### config.mk
export PLATFORM = sky130hd
export DESIGN_NAME = pipe_ctrl
export DESIGN_NICKNAME = d
export VERILOG_FILES = /design/src/rtl/pipe_ctrl.sv
export SDC_FILE = /design/constraint.sdc
export NUM_CORES = 1
export LEC_CHECK = 0
export CAP_MARGIN = 5
export CORE_MARGIN = 2
export CORE_UTILIZATION = 34
export DETAILED_ROUTE_END_ITERATION = 10
export GPL_TIMING_DRIVEN = 0
export PLACE_DENSITY = 0.81
export SYNTH_ARGS = -nofsm -noshare
export SYNTH_HDL_FRONTEND = slang
export SYNTH_SLANG_ARGS = --single-unit
### constraint.sdc
create_clock -name clk -period 1.8 [get_ports clk]
set_input_delay 0.18 -clock clk [delete_from_list [all_inputs] [get_ports clk]]
set_output_delay 0.18 -clock clk [all_outputs]
set_load 0.02 [all_outputs]
### src/rtl/pipe_ctrl.sv
// Five-stage pipeline controller: stall/flush generation, branch/exception PC redirect, exception drain FSM.
// Optional macro PIPE_CTRL_EXC_CNT_EN adds a saturating exception-entry counter (exc_cnt / exc_cnt_clr).
module pipe_ctrl #(
    parameter int                ADDR_W     = 32,
    parameter logic [ADDR_W-1:0] EXC_VECTOR = 32'h0000_0100,
    parameter int                EXC_DRAIN  = 2
) (
    input  logic              clk,
    input  logic              reset,
    input  logic              if_busy,
    input  logic              mem_busy,
    input  logic              ld_hazard,
    input  logic              ex_en,
    input  logic              ex_br_taken,
    input  logic [ADDR_W-1:0] ex_br_addr,
    input  logic              mem_en,
    input  logic              mem_miss_align,
    input  logic [ADDR_W-1:0] mem_pc,
    output logic              if_stall,
    output logic              id_stall,
    output logic              ex_stall,
    output logic              mem_stall,
    output logic              if_flush,
    output logic              id_flush,
    output logic              ex_flush,
    output logic              mem_flush,
    output logic              pc_load,
    output logic [ADDR_W-1:0] new_pc,
    output logic [ADDR_W-1:0] epc,
    output logic              exc_busy
`ifdef PIPE_CTRL_EXC_CNT_EN
    ,
    input  logic              exc_cnt_clr,
    output logic [15:0]       exc_cnt
`endif
);

    localparam logic [3:0] DRAIN_INIT = 4'(EXC_DRAIN);

    // Drain counter is 4 bits wide, so only 1..15 is meaningful.
    if (EXC_DRAIN < 1 || EXC_DRAIN > 15) begin : g_bad_drain
        $error("pipe_ctrl: EXC_DRAIN must be in 1..15");
    end

    typedef enum logic {
        ST_RUN = 1'b0,
        ST_EXC = 1'b1
    } state_t;

    state_t            state_q, state_d;
    logic [3:0]        cnt_q, cnt_d;
    logic [ADDR_W-1:0] epc_q, epc_d;

    logic busy;
    logic exc_req;
    logic br_req;

    assign busy    = if_busy | mem_busy;
    assign exc_req = mem_en & mem_miss_align;
    assign br_req  = ex_en & ex_br_taken;

    // State register
    always_ff @(posedge clk or negedge reset) begin
        if (!reset) begin
            state_q <= ST_RUN;
            cnt_q   <= 4'd0;
            epc_q   <= '0;
        end else begin
            state_q <= state_d;
            cnt_q   <= cnt_d;
            epc_q   <= epc_d;
        end
    end

    // Next-state logic
    always_comb begin
        state_d = state_q;
        cnt_d   = cnt_q;
        epc_d   = epc_q;
        case (state_q)
            ST_RUN: begin
                // A busy bus defers any pending exception until it drops.
                if (!busy && exc_req) begin
                    state_d = ST_EXC;
                    cnt_d   = DRAIN_INIT;
                    epc_d   = mem_pc;
                end
            end
            ST_EXC: begin
                if (!busy) begin
                    if (cnt_q <= 4'd1) begin
                        state_d = ST_RUN;
                        cnt_d   = 4'd0;
                    end else begin
                        cnt_d = cnt_q - 4'd1;
                    end
                end
            end
            default: begin
                state_d = ST_RUN;
                cnt_d   = 4'd0;
            end
        endcase
    end

    // Output logic
    always_comb begin
        if_stall  = 1'b0;
        id_stall  = 1'b0;
        ex_stall  = 1'b0;
        mem_stall = 1'b0;
        if_flush  = 1'b0;
        id_flush  = 1'b0;
        ex_flush  = 1'b0;
        mem_flush = 1'b0;
        pc_load   = 1'b0;
        new_pc    = '0;
        case (state_q)
            ST_RUN: begin
                if (busy) begin
                    if_stall  = 1'b1;
                    id_stall  = 1'b1;
                    ex_stall  = 1'b1;
                    mem_stall = 1'b1;
                end else if (exc_req) begin
                    if_flush  = 1'b1;
                    id_flush  = 1'b1;
                    ex_flush  = 1'b1;
                    mem_flush = 1'b1;
                    pc_load   = 1'b1;
                    new_pc    = EXC_VECTOR;
                end else if (br_req) begin
                    if_flush = 1'b1;
                    id_flush = 1'b1;
                    pc_load  = 1'b1;
                    new_pc   = ex_br_addr;
                end else if (ld_hazard) begin
                    if_stall = 1'b1;
                    id_stall = 1'b1;
                    ex_flush = 1'b1;
                end
            end
            ST_EXC: begin
                // Stall takes precedence over the drain flushes while the bus is busy.
                if (busy) begin
                    if_stall  = 1'b1;
                    id_stall  = 1'b1;
                    ex_stall  = 1'b1;
                    mem_stall = 1'b1;
                end else begin
                    if_flush  = 1'b1;
                    id_flush  = 1'b1;
                    ex_flush  = 1'b1;
                    mem_flush = 1'b1;
                end
            end
            default: ;
        endcase
    end

    assign epc      = epc_q;
    assign exc_busy = (state_q == ST_EXC);

`ifdef PIPE_CTRL_EXC_CNT_EN
    logic        exc_entry;
    logic [15:0] exc_cnt_q;

    assign exc_entry = (state_q == ST_RUN) && (state_d == ST_EXC);

    always_ff @(posedge clk or negedge reset) begin
        if (!reset) begin
            exc_cnt_q <= 16'd0;
        end else if (exc_cnt_clr) begin
            exc_cnt_q <= 16'd0;
        end else if (exc_entry && exc_cnt_q != 16'hFFFF) begin
            exc_cnt_q <= exc_cnt_q + 16'd1;
        end
    end

    assign exc_cnt = exc_cnt_q;
`endif

endmodule

==> out/qor.txt, run 1 <==
Status = complete, but fails checks
Failing checks = hold timing, setup timing
Sequential area share after synthesis = 47.4%
Crit path launch type = register
Initial DRC Count = 21
CP Capture Type = primary output
Commonest non-fill, non-tap cells in the layout = 103 x clkdlybuf4s50_1, 36 x buf_6, 36 x dfrtp_1
GRT Total Usage = 18.9%
Cell count after placement = 366
Cell Count, Final, Fillers Out = 382
Critical-path maximum fanout = 5
CTS Sinks = 37
Largest area contributor in the netlist = dfrtp_1
Final wirelength = 5780 µm
Clock power frac = 16.0%
Clock transition at path regs = 0.07 ns
Setup Viol. Count Final = 28
Mapped Nets = 223
FMAX = 527 MHz
Post-synth cell types = 33
Slew Limit Headroom = 45.8%
DIE HEIGHT = 79.8 µm
DR DRC count = 0
H-tree levels = 2
Setup ws final = -0.0979 ns
PortBufs = 146
Fin util = 68.9%
CTS tree = yes
Tcrit/Tclk final = 105%
P_sw = 0.00155 W
Synth Register Bits = 37
Internal = 0.00312 W
Largest net degree at the start of global routing = 38
CTS max path bufs = 2
Initial antenna violation count = 0
Detailed-route via count = 1743
Minimum clock period = 1.90 ns
Placed Area = 3500 µm²
Worst EP arrival = 1.72 ns
Number of inserted diodes = 0
I/O Pins = 147
Vias per std cell = 4.56
Most common cell after layout, fill and taps aside = clkdlybuf4s50_1
P per Cell Area = 1220 nW/µm²
Worst-Margin Slew = 0.813 ns
Worst Path Required = 1.62 ns
YS warnings = 0
Final Cell Area = 3820 µm²
MaxCap Viol Count = 0
Sw Share = 33.2%
First-pass GRT wire length = 9290 µm
Final Skew = 0.00123 ns
Initial Util = 35.3%
Unrepaired setup endpoints after global routing = yes
Die width = 79.8 µm
Average cell area after synthesis = 13.2 µm²
Slew Limit Fails = 0
Core footprint = 5540 µm²
Share of cells above drive strength 1 = 41.6%
Worst skew pair latency = 0.29 ns
FFs w/ async S/R, synth = 100%
Post-synthesis cell count = 148
Area growth from synthesis to layout = 95.4%
FF/Latch Area = 927 µm²
Post-synth top area share = 47.4%
Gpl congestion = 0.789
Grt ovf = 0
Drt wl/cell = 15.1 µm
Main flop type after synthesis = dfrtp_1
Worst VDD drop = 717 µV
Hold slack = -0.0180 ns
CTS Hold Bufs = 0
First-pass iteration count of the detailed router = 4
Row count = 27
Worst min path class = in2async
EDFF count, synth = 0
Root Buffer = clkbuf_8
Area contributors post-synth = dfrtp_1 47%, mux2_4 21%, and2_1 9.9%
Vias in the first global route = 1877
Antenna Nets Post-Route = 0
Fill cells = 412
Crit Path Class = reg2out
Dpl hpwl = 4390 µm
Die Footprint = 6370 µm²
CTS Buf Count = 5
Layout net count = 384
Synthesized cell area = 1950 µm²
Final Hold Fails = 37
Combinational fraction of design power = 51.8%
Multi-input combinational cell area = 992 µm²
Sequential Power Share = 32.2%
Lkg Pwr = 1.71 nW
-- worst max-delay path: stages (launching register included) --
cell	delay (ns)
dfrtp_2	0.46
a2111oi_4	0.41
buf_4	0.20
buf_6	0.11
and2_4	0.14
buf_6	0.11
-- Yosys cell counts, types with 2 or more instances --
| cell | count |
|---|---|
| dfrtp_1 | 37 |
| and2_1 | 31 |
| mux2_4 | 27 |
| mux2_2 | 6 |
| inv_1 | 4 |
| nand2_1 | 4 |
| a21oi_1 | 3 |
| buf_2 | 3 |
| buf_4 | 3 |
| a22o_1 | 2 |
| buf_12 | 2 |
| ha_1 | 2 |
| nand3_1 | 2 |
| nor2_1 | 2 |
| nor3_1 | 2 |
-- cells by family (layout without fill, tap and decap cells) --
family          after synthesis  after routing  share of synthesized area (%)
fa+ha+maj                     2              2                           1.28
compound gates               13             13                           6.09
buf+inv                      15            177                           6.28
flops                        37             37                           47.4
mux                          33             33                           24.2
simple gates                 48             48                           14.7
-- power groups by stage --
stage | registers [W] | logic, W | clock network (W)
after detailed placement | 0.00153 | 0.00236 | 0
final | 0.00150 | 0.00242 | 0.000748
after floorplan | 0.00197 | 0.000769 | 0
after CTS | 0.00151 | 0.00243 | 0.000768
after global routing | 0.00156 | 0.00257 | 0.000816
after global placement | 0.00150 | 0.00234 | 0
-- final cells by class --
| type | instances | area share, % |
|---|---|---|
| well taps | 72 | 2.36 |
| multi-input cells | 96 | 26.0 |
| flip-flops and latches | 37 | 24.3 |
| clock buffers | 6 | 2.16 |
| repair buffers | 154 | 40.5 |
| clock inverters | 2 | 0.984 |
| plain buffers | 10 | 3.25 |
| inverters | 5 | 0.492 |
-- routing by layer --
metal / vias up / GRT usage (%) / part of all wire, %
met5: - / 0 / 0
met4: 0 / 6.78 / 1.1
met3: 6 / 7.69 / 12
met2: 106 / 32.6 / 50
met1: 811 / 21.0 / 37
li1: 820 / - / -
-- repair_timing --
| item | in CTS | in global routing |
|---|---|---|
| cloned | 2 | 0 |
| pin swaps | 15 | 8 |
| buffers inserted | 5 | 1 |
| endpoints found under the hold margin | 0 | 0 |
| endpoints found under the setup margin | 40 | 54 |
| gates resized for setup | 236 | 15 |
-- final timing paths --
check                            from  slack (ns)         end  cells past startpoint
max                          exc_busy        -0.1  new_pc[25]                      5
max in group asynchronous       reset        1.26    exc_busy                      1
min reg2reg                    epc[6]        0.51      epc[6]                      1
max reg2reg                  exc_busy        0.12     epc[12]                      6
min                             reset       -0.02      epc[2]                      1
min in group clk           mem_pc[20]        0.50     epc[20]                      2
-- per-stage QoR --
step / setup slack, ns / power [W] / TNS [ns]
floorplan: 0.132 / 0.00274 / 0
global placement: -0.755 / 0.00384 / -38.48
detailed placement: -0.770 / 0.00389 / -27.16
CTS: -0.124 / 0.00470 / -2.29
global route: -0.174 / 0.00494 / -4.41
finish: -0.0979 / 0.00467 / -1.70
-- registers in the layout, indices dropped and copies added (netlist names) --
register and flops:
cnt_q 4, exc_busy 1, epc 32
Power figures use the tool's default switching activity.
==> run 2: changes to the inputs <==
Settings changed: CORE_MARGIN 2 to 5, PLACE_DENSITY 0.81 to 0.82.
==> run 2 against run 1 <==
Compared with the run above:
- the run still ends with hold timing, setup timing left
- non-clock buffer count up 9
- maximum frequency rose by 2.1%
- wire length rose by 12%
- utilization rose by 3.3 points
- critical path type unchanged
- critical endpoint is now new_pc[19]
- largest cell class unchanged
- highest routed layer unchanged
==> out/qor.txt, run 2 (same netlist as run 1, synthesis figures left out) <==
Max reg flops = 32
Setup Slack @ Placement = -0.774 ns
Root Buffer = clkbuf_8
Slew Limit Headroom = 45.7%
Final wirelength = 6500 µm
Hold slack = -0.0191 ns
Initial DRC Count = 17
Dpl hpwl = 4860 µm
Final Skew = 0.00694 ns
First-pass GRT wire length = 9520 µm
Busiest grt layer = met2
Initial antenna violation count = 0
Placed Area = 3500 µm²
CTS Buf Count = 5
First-pass iteration count of the detailed router = 5
CTS max path bufs = 2
Minimum clock period = 1.86 ns
Worst reg2reg endpoint = epc[9]
Final Hold Fails = 29
Cells along the critical path = a2111oi_4 > buf_4 > buf_6 > and2_4 > buf_6
CTS tree = yes
Worst EP arrival = 1.68 ns
Vias per std cell = 4.61
Crit path launch type = register
Die Footprint = 7360 µm²
Area growth from synthesis to layout = 105%
Initial Util = 35.3%
Met1 Use GR = 18.3%
Grt ovf = 0
GR Layer Usage met2 = 28.3%
Most common cell after layout, fill and taps aside = clkdlybuf4s50_1
FF-to-FF setup slack = 0.05 ns
Critical-path maximum fanout = 6
Worst R2R Start = exc_busy
Worst-Margin Slew = 0.814 ns
Drt wl/cell = 16.6 µm
H-tree levels = 2
Share of cells above drive strength 1 = 46.4%
Layout net count = 393
DIE HEIGHT = 85.8 µm
Worst VDD drop = 688 µV
Final Cell Area = 4000 µm²
Worst Path Required = 1.62 ns
Clock transition at path regs = 0.08 ns
CP max-delay cell = dfrtp_2
Unrepaired setup endpoints after global routing = yes
Core footprint = 5540 µm²
Detailed-route via count = 1804
Tcrit/Tclk final = 103%
CP Capture Type = primary output
Status = complete, but fails checks
Vias in the first global route = 1910
Worst R2R Path Depth = 7
Die width = 85.8 µm
Number of inserted diodes = 0
Antenna Nets Post-Route = 0
Lkg Pwr = 1.80 nW
Commonest non-fill, non-tap cells in the layout = 104 x clkdlybuf4s50_1, 41 x buf_6, 36 x dfrtp_1
Gpl congestion = 0.764
Setup ws final = -0.0597 ns
Tot Pwr = 0.00485 W
Worst skew pair latency = 0.29 ns
Setup Viol. Count Final = 30
DR DRC count = 0
Failing checks = hold timing, setup timing
Row count = 27
CP max stage delay = 0.46 ns
Top cell by count, worst path = buf_6
Crit Path Class = reg2out
Slew Limit Fails = 0
PortBufs = 146
Met3 Usage GRT = 8.65%
CTS Sinks = 37
I/O Pins = 147
MaxCap Viol Count = 0
Largest net degree at the start of global routing = 38
GRT Total Usage = 16.5%
P per Cell Area = 1210 nW/µm²
Total negative setup slack = -1.30 ns
Crit path from = exc_busy
Worst min path class = in2async
FMAX = 538 MHz
## run 2: cell types whose count changed in the layout (fill, tap and decap cells not counted), sizes merged
cell           change
buf                +8
dlygate4sd2        -2
bufinv             +1
clkbuf             +1
clkdlybuf4s50      +1
clkinv             +1
clkinvlp           -1
## run 2: routing by layer
layer / wire (µm) / share of wire (%)
met5: 0 / 0
met4: 27 / 0.42
met3: 913 / 14
met2: 3180 / 49
met1: 2390 / 37
## run 2: critical path: cells and delay by family, from the launching register on
family,cells,cell delay (ns)
AOI/OAI and AO/OA,1,0.36
and+or+nand+nor,1,0.14
buffers and inverters,3,0.44
DFF,1,0.46
## run 2: through the flow
step | util, % | hold slack (ns) | cells
2_1_floorplan | - | -0.116 | 148
3_3_place_gp | 63.3 | 0.489 | 366
3_5_place_dp | 63.2 | 0.329 | 366
4_1_cts | 69.9 | 0.00767 | 389
5_1_grt | 72.2 | 0.0660 | 391
6_report | 72.2 | -0.0191 | 391
## run 2: worst max-delay path by stage
stage / to / cells past startpoint
after floorplan: epc[18] / 5
after global placement: new_pc[16] / 7
after detailed placement: new_pc[16] / 7
after CTS: new_pc[2] / 6
after global routing: new_pc[19] / 5
final: new_pc[19] / 5
## run 2: final cells by class
type                            count  area, µm²
Buffer                              7       93.8
Clock buffer                        5       68.8
Clock inverter                      3       65.1
Fill cell                         375       1540
Inverter                            5       18.8
Multi-Input combinational cell     96       1030
Sequential cell                    37        927
Tap cell                           72       90.1
Timing Repair Buffer              166       1710
## run 2: timing repair
action | 4_1_cts | 5_1_grt
setup endpoints to repair | 40 | 61
buffers inserted | 13 | 3
pin swaps | 9 | 26
cloned | 3 | 2
hold buffers | 0 | 0
resized for setup | 246 | 29
## run 2: where the power goes
group	total, W	internal [W]	leakage [nW]	switching [W]
logic	0.00250	0.00148	1.30	0.00103
registers	0.00151	0.00125	0.438	0.000259
clock network	0.000844	0.000551	0.0681	0.000293
==> run 3: changes to the inputs <==
Settings changed: TNS_END_PERCENT set to 10.
==> run 3 against run 2 <==
Compared with the run above:
- the flow still finishes with violations (hold timing, setup timing)
- utilization down 2.0 points
- worst setup slack got worse by 0.050 ns
- worst hold slack lost 0.00057 ns
- sequential share of layout area up 0.66 points
- design area down 2.8%
- flip-flop and latch count did not move
- global-route usage shrank 0.24 points
- non-clock buffer count is 5 lower
- register-to-register slack worse by 0.05 ns
==> out/qor.txt, run 3 (same netlist as run 1, synthesis figures left out) <==
First-pass GRT wire length = 9360 µm
Placed Area = 3500 µm²
Layout net count = 388
Vias in the first global route = 1839
WL met1 = 2300 µm
Worst skew pair latency = 0.28 ns
Worst VDD drop = 679 µV
Failing checks = hold timing, setup timing
Largest net degree at the start of global routing = 38
Drt wl/cell = 16.1 µm
Minimum clock period = 1.91 ns
Setup ws final = -0.109 ns
Hold slack = -0.0196 ns
P per Cell Area = 1240 nW/µm²
Most common cell after layout, fill and taps aside = clkdlybuf4s50_1
CP Capture Type = primary output
Initial Util = 35.3%
Initial antenna violation count = 0
Gpl congestion = 0.764
CTS max path bufs = 2
Number of inserted diodes = 0
Die Footprint = 7360 µm²
Setup Viol. Count Final = 32
Worst min path class = in2async
DIE HEIGHT = 85.8 µm
Routed length on met2 = 2960 µm
Cell Count, Final, Fillers Out = 386
Initial DRC Count = 20
H-tree levels = 2
Cell count after placement = 366
Vias per std cell = 4.54
Final Skew = 0.00656 ns
PortBufs = 146
Dpl hpwl = 4860 µm
Grt ovf = 0
GRT Total Usage = 16.3%
Crit Path Class = reg2out
Worst-Margin Slew = 0.810 ns
I/O Pins = 147
DR DRC count = 0
Die width = 85.8 µm
Worst EP arrival = 1.73 ns
Final wirelength = 6210 µm
Critical-path maximum fanout = 6
Antenna Nets Post-Route = 0
Core footprint = 5540 µm²
Fin util = 70.2%
CTS Hold Bufs = 0
Final Cell Area = 3890 µm²
Row count = 27
MaxCap Viol Count = 0
Top layer in use = met4
Detailed-route via count = 1753
Routed wl met3 = 881 µm
First-pass iteration count of the detailed router = 3
FMAX = 524 MHz
Root Buffer = clkbuf_8
Final Hold Fails = 26
Area growth from synthesis to layout = 99.0%
Max reg flops = 32
Clock transition at path regs = 0.08 ns
CTS Buf Count = 5
Crit path launch type = register
Status = complete, but fails checks
Tot Pwr = 0.00481 W
Unrepaired setup endpoints after global routing = yes
Worst Path Required = 1.62 ns
CTS tree = yes
Commonest non-fill, non-tap cells in the layout = 104 x clkdlybuf4s50_1, 36 x buf_6, 36 x dfrtp_1
Lkg Pwr = 1.77 nW
Tcrit/Tclk final = 106%
Slew Limit Headroom = 46.0%
Share of cells above drive strength 1 = 43.3%
Slew Limit Fails = 0
CTS Sinks = 37
-- run 3: changes by cell type in the layout (fill, tap and decap cells not counted), sizes merged --
| cell | delta |
|---|---|
| clkbuf | -2 |
| dlygate4sd2 | -1 |
| dlymetal6s2s | +1 |
| buf | -3 |
-- run 3: final cells by class --
| type | instances | area (µm²) |
|---|---|---|
| Tap cell | 72 | 90.1 |
| Inverter | 5 | 18.8 |
| Clock buffer | 5 | 68.8 |
| Fill cell | 372 | 1650 |
| Sequential cell | 37 | 927 |
| Buffer | 9 | 116 |
| Multi-Input combinational cell | 96 | 1010 |
| Timing Repair Buffer | 159 | 1590 |
| Clock inverter | 3 | 65.1 |
-- run 3: path summary, 6_finish.rpt --
kind	cells after the start	end	slack (ns)	from
setup / recovery	5	new_pc[7]	-0.11	exc_busy
hold / removal	1	epc[25]	-0.02	reset
setup reg to reg	6	epc[13]	0	exc_busy
hold reg to reg	1	epc[30]	0.51	epc[30]
max in group asynchronous	1	exc_busy	1.25	reset
min in group clk	2	epc[24]	0.50	mem_pc[24]
-- run 3: timing repair --
item,4_1_cts,5_1_grt
resized for setup,214,42
setup buffers,5,5
pin swaps,2,25
endpoints found under the setup margin,40,38
cloned,3,0
-- run 3: through the flow --
step | setup TNS (ns) | hold WS [ns] | worst slack (ns)
final | -1.97 | -0.0196 | -0.109
after CTS | -2.16 | 0.00767 | -0.183
after floorplan | 0 | -0.116 | 0.132
after global routing | -6.54 | 0.0642 | -0.179
after detailed placement | -27.17 | 0.329 | -0.774
after global placement | -37.06 | 0.489 | -0.779
-- run 3: layer usage --
layer	up-vias	GRT usage (%)
met4	0	4.03
li1	834	-
met5	-	0
met1	806	17.9
met2	106	27.9
met3	7	8.45
-- run 3: report_power, final --
part	total [W]	leakage (nW)	switching [W]	internal [W]
clock network	0.000841	0.0681	0.000290	0.000550
logic	0.00246	1.26	0.00101	0.00145
registers	0.00151	0.438	0.000265	0.00125
total	0.00481	1.77	0.00157	0.00324
-- run 3: critical path, stage by stage (launching register included) --
cell and delay (ns):
dfrtp_2 0.48, a2111oi_4 0.36, buf_4 0.21, buf_6 0.11, and2_1 0.15, buf_6 0.13
